## config.mk

```make
export PLATFORM = sky130hd
export DESIGN_NAME = seq_mul_ctrl_flat
export DESIGN_NICKNAME = d
export VERILOG_FILES = /design/src/rtl/seq_mul_if.sv /design/src/rtl/seq_mul_ctrl.sv /design/src/flat_wrapper.sv
export SDC_FILE = /design/constraint.sdc
export NUM_CORES = 1
export LEC_CHECK = 0
export ABC_AREA = 0
export CAP_MARGIN = 20
export CORE_MARGIN = 8
export CORE_UTILIZATION = 55
export DETAILED_ROUTE_END_ITERATION = 6
export DONT_BUFFER_PORTS = 1
export PLACE_DENSITY = 0.73
export RECOVER_POWER = 25
export SLEW_MARGIN = 20
export SYNTH_ARGS = -nofsm -noshare
export SYNTH_HDL_FRONTEND = slang
export SYNTH_SLANG_ARGS = --single-unit
```

## constraint.sdc

```tcl
create_clock -name clk -period 1.4 [get_ports clk]
set_input_delay 0.28 -clock clk [delete_from_list [all_inputs] [get_ports clk]]
set_output_delay 0.28 -clock clk [all_outputs]
set_load 0.02 [all_outputs]
```

## src/rtl/seq_mul_if.sv

```systemverilog
// seq_mul_if: operand/product handshake bundle between operand source and seq_mul_ctrl
//   start        request, honoured only while ready=1
//   a, b         unsigned WIDTH-bit multiplicand and multiplier
//   ready        sequencer idle and able to accept start
//   busy         multiplication in progress
//   done         one-cycle pulse when product has just been updated
//   product      unsigned 2*WIDTH-bit result, held until the next result
interface seq_mul_if #(
    parameter int WIDTH = 4
);
    logic               start;
    logic [WIDTH-1:0]   a;
    logic [WIDTH-1:0]   b;
    logic               ready;
    logic               busy;
    logic               done;
    logic [2*WIDTH-1:0] product;
    modport master (
        output start, a, b,
        input  ready, busy, done, product
    );
    modport slave (
        input  start, a, b,
        output ready, busy, done, product
    );
endinterface

```

## src/rtl/seq_mul_ctrl.sv

```systemverilog
// seq_mul_ctrl: shift-and-add sequencer producing an unsigned WIDTH x WIDTH product
//   clk          rising-edge clock
//   rst          synchronous active-high reset, aborts any operation in flight
//   bus          seq_mul_if slave: start/a/b in, ready/busy/done/product out
module seq_mul_ctrl #(
    parameter int WIDTH = 4
) (
    input  logic     clk,
    input  logic     rst,
    seq_mul_if.slave bus
);
    localparam int CW = $clog2(WIDTH) + 1;
    typedef enum logic [1:0] {IDLE, RUN, DONE} state_t;
    state_t             state_q;
    logic [WIDTH-1:0]   m_q;
    logic [WIDTH-1:0]   q_q;
    logic [WIDTH-1:0]   a_q;
    logic               c_q;
    logic [CW-1:0]      cnt_q;
    logic [2*WIDTH-1:0] product_q;
    logic [WIDTH-1:0]   sum;
    logic               cy;
    logic [WIDTH-1:0]   a_sel;
    logic               c_sel;
    logic [WIDTH-1:0]   a_d;
    logic [WIDTH-1:0]   q_d;
    logic [CW-1:0]      cnt_d;
    // C is cleared every iteration, so as carry-in it only ever adds zero
    assign {cy, sum} = {1'b0, a_q} + {1'b0, m_q} + {{WIDTH{1'b0}}, c_q};
    always_comb begin
        a_sel = q_q[0] ? sum : a_q;
        c_sel = q_q[0] & cy;
        a_d   = {c_sel, a_sel[WIDTH-1:1]};
        q_d   = {a_sel[0], q_q[WIDTH-1:1]};
        cnt_d = cnt_q + CW'(1);
    end
    always_ff @(posedge clk) begin
        if (rst) begin
            state_q   <= IDLE;
            m_q       <= '0;
            q_q       <= '0;
            a_q       <= '0;
            c_q       <= 1'b0;
            cnt_q     <= '0;
            product_q <= '0;
        end else begin
            case (state_q)
                IDLE: if (bus.start) begin
                    m_q     <= bus.a;
                    q_q     <= bus.b;
                    a_q     <= '0;
                    c_q     <= 1'b0;
                    cnt_q   <= '0;
                    state_q <= RUN;
                end
                RUN: begin
                    a_q   <= a_d;
                    q_q   <= q_d;
                    c_q   <= 1'b0;
                    cnt_q <= cnt_d;
                    // product takes the freshly shifted {A,Q}, not the stale registers
                    if (cnt_d == CW'(WIDTH)) begin
                        product_q <= {a_d, q_d};
                        state_q   <= DONE;
                    end
                end
                default: state_q <= IDLE;
            endcase
        end
    end
    assign bus.ready   = state_q == IDLE;
    assign bus.busy    = state_q == RUN;
    assign bus.done    = state_q == DONE;
    assign bus.product = product_q;
endmodule

```

## src/flat_wrapper.sv

```systemverilog
// flat-port wrapper written by rule: the top's interface ports become plain ports
module seq_mul_ctrl_flat 
#(
    parameter int WIDTH = 4
)
  (clk, rst, bus_start, bus_a, bus_b, bus_ready, bus_busy, bus_done, bus_product);
  seq_mul_if #(.WIDTH(WIDTH)) bus_i ();
  input  logic clk;
  input  logic rst;
  input wire logic [$bits(bus_i.start)-1:0] bus_start;
  input wire logic [$bits(bus_i.a)-1:0] bus_a;
  input wire logic [$bits(bus_i.b)-1:0] bus_b;
  output wire logic [$bits(bus_i.ready)-1:0] bus_ready;
  output wire logic [$bits(bus_i.busy)-1:0] bus_busy;
  output wire logic [$bits(bus_i.done)-1:0] bus_done;
  output wire logic [$bits(bus_i.product)-1:0] bus_product;
  assign bus_i.start = bus_start;
  assign bus_i.a = bus_a;
  assign bus_i.b = bus_b;
  assign bus_ready = bus_i.ready;
  assign bus_busy = bus_i.busy;
  assign bus_done = bus_i.done;
  assign bus_product = bus_i.product;
  seq_mul_ctrl #(.WIDTH(WIDTH)) u_core (.clk(clk), .rst(rst), .bus(bus_i));
endmodule
```

==> out/results.txt <==
Least-Margin Pin Slew - 0.304 ns
# IOs - 22
Setup ws final - -0.0794 ns
Post-synth top area share - 39.9%
Final Hold Slack - 0.0119 ns
Net count after synthesis - 163
Req. time, crit path - 1.66 ns
Root Driver - clkbuf_4
RSZ-0062 raised after global routing - true
Slew Limit Fails - 0
Initial Util - 57.3%
Maximum VDD drop - 0.520 mV
Die Y - 63.8 um
Status - complete, but fails checks
Clk slew on worst S/H paths - 0.13 ns
Buffers & Inverters on Critical Path - 0
Reg2reg path depth - 6
Hold_sp - rst
Grt peak-use layer - met2
Most frequent cells in the layout - nand2_1 (24), nor2_1 (19), dfxtp_1 (16), a21oi_1 (13), buf_4 (12)
Util after Layout - 71.9%
PD cells - 814 mW/mm^2
Via density - 5.65
Post-route cell area - 0.00158 mm^2
Most common cell after layout, fill and taps aside - nand2_1
Crit path max-delay family - adder cells
Drt drc - 0
CTS Buf Count - 3
Cells on Worst Hold Path - 1
Fin crit period - 1.48 ns
Post-Syn Area - 0.00125 mm^2
Gr ovfl total - 0
ANT cells - 0
H-tree depth - 1
GRT Total Usage - 14.8%
GPL Wtd Cong - 0.934
Crit path largest cell delay - 0.51 ns
CP Depth - 6
Violated checks - setup timing
Initial antenna violation count - 0
Leak - 0.574 nW
DR iter-0 viols - 23
Placement Rows - 17
Largest net degree at the start of global routing - 25
DIE AREA - 0.00407 mm^2
Post-DP HPWL - 2110 um
Worst-Skew Late Latency - 0.31 ns
Synth Register Bits - 25
Vias in the first global route - 1034
Worst path most repeated cell - nor2_1
DIE WIDTH - 63.8 um
Clk_skew - 0.00494 ns
Placed Area - 0.00136 mm^2
Max_cap viols - 0
Critical Path Start - u_core.a_q[0]
Crit Path Category - reg -> reg
Global routing usage on met3 - 3.66%
Relative slew slack - 79.7%
Final setup fails - 6
CP cell instances - ha_4, fa_2, mux2i_1, nor2_1, a32oi_1, nor2_1
CP max stage cell - fa_2
Post-synthesis sequential area ratio - 39.9%
Dominant cells by area after synthesis - dfxtp_1 (40%), nand2_1 (7.2%), a21oi_1 (6.0%)
Routed length per placed instance - 16.6 um
Hold Path Class - in -> reg
Layout area overhead - 25.5%
Hold_buf cts - 2
CORE AREA - 0.00219 mm^2
Fmax - 676 MHz
Worst-case clock buffer depth - 2
Avg Inst Size Synth - 8.65 um^2
Warnings from Yosys - 0
Yosys cell types - 39
GRT met1 Usage - 18.3%
Final hold violation count - 0
Final ANT Viol Nets - 0
Final total power - 1.28 mW
Crit. End Element - register
Nature of the critical path startpoint - register
Vias - 1056
CTS tree - yes
Routed wire length - 3100 um
Clock sink count - 25
Critical Path Fanout Max - 2
Gate Count Post-Synth - 145
First-pass GRT wire length - 4860 um
Period utilization - 106%
Drt first pass iters - 4
Met2 Usage GRT - 23.6%
Reg-to-Reg Start - u_core.a_q[0]
Worst EP arrival - 1.74 ns
Yosys top cell by area - dfxtp_1
IO buf count - 0
Final net count - 178
Layout cells sized above 1 - 34.6%
power breakdown:
part | switching (mW) | total, mW | internal [mW]
Combinational | 0.102 | 0.193 | 0.0913
Clock | 0.207 | 0.318 | 0.111
Sequential | 0.0326 | 0.771 | 0.738
worst register-to-register path: stages (launching register included):
cell and delay (ns):
dfxtp_2 0.36, ha_4 0.16, fa_2 0.52, mux2i_1 0.06, nor2_1 0.13, a32oi_1 0.11
nor2_1 0.09
cells by family after synthesis:
logic type / share of synthesized area [%]
muxes: 2.49
adders and majority gates: 7.58
AOI/OAI and AO/OA: 15.3
and+or+nand+nor: 29.0
DFF: 39.9
xor gates and xnor gates: 1.99
buffers and inverters: 3.79
registers in the layout, indices dropped and copies added (netlist names):
signal,count
u_core.bus.product,8
u_core.q_q,4
u_core.cnt_q,3
u_core.m_q,4
u_core.a_q,4
u_core.state_q,2
path summary, 6_finish.rpt:
check	endpoint	slack (ns)
setup / recovery	u_core.bus.product[4]	-0.08
hold / removal	u_core.bus.product[6]	0.01
setup reg to reg	u_core.bus.product[4]	-0.08
hold reg to reg	u_core.bus.product[0]	0.50
cells in the mapped netlist, drive strengths merged:
cell / n
nand2: 24
a21oi: 18
mux2: 1
buf: 6
nor2b: 6
nor2: 20
or2: 1
and2: 1
o211ai: 1
o311ai: 1
nor3b: 1
inv: 1
a31oi: 1
xnor2: 1
a2bb2oi: 1
a211oi: 1
o21ai: 3
nand2b: 2
clkbuf: 1
a32oi: 1
and3: 1
nand3b: 6
nor3: 5
o31ai: 3
xor2: 1
nand3: 3
mux2i: 2
ha: 6
dfxtp: 25
fa: 1
per-stage QoR:
step / std cells / setup TNS [ns] / worst slack (ns)
after floorplan: 145 / -0.0235 / -0.0129
after global placement: 179 / -0.275 / -0.0843
after CTS: 185 / -0.351 / -0.0854
final: 187 / -0.280 / -0.0794
after global routing: 187 / -0.836 / -0.167
after detailed placement: 179 / -0.425 / -0.103
per-layer routing:
metal  part of all wire, %  vias up  routed length (um)
met3                   4.6        4                 143
li1                      -      528                   -
met4                   1.3        0                  40
met5                     0        -                   0
met1                    44      502                1360
met2                    50       22                1550
timing repair:
action,in CTS,in global routing
setup buffers,0,2
endpoints found under the hold margin,5,10
setup endpoints to repair,11,16
gates resized for setup,7,27
pin swaps,4,7
cell type report:
| cell class | instances | area (um^2) |
|---|---|---|
| multi-input cells | 112 | 838 |
| fillers | 176 | 616 |
| flip-flops and latches | 25 | 517 |
| repair buffers | 17 | 153 |
| well taps | 28 | 35.0 |
| clock buffers | 4 | 26.3 |
| inverters | 1 | 6.26 |
Note: power is estimated with default switching activity, not from simulation.
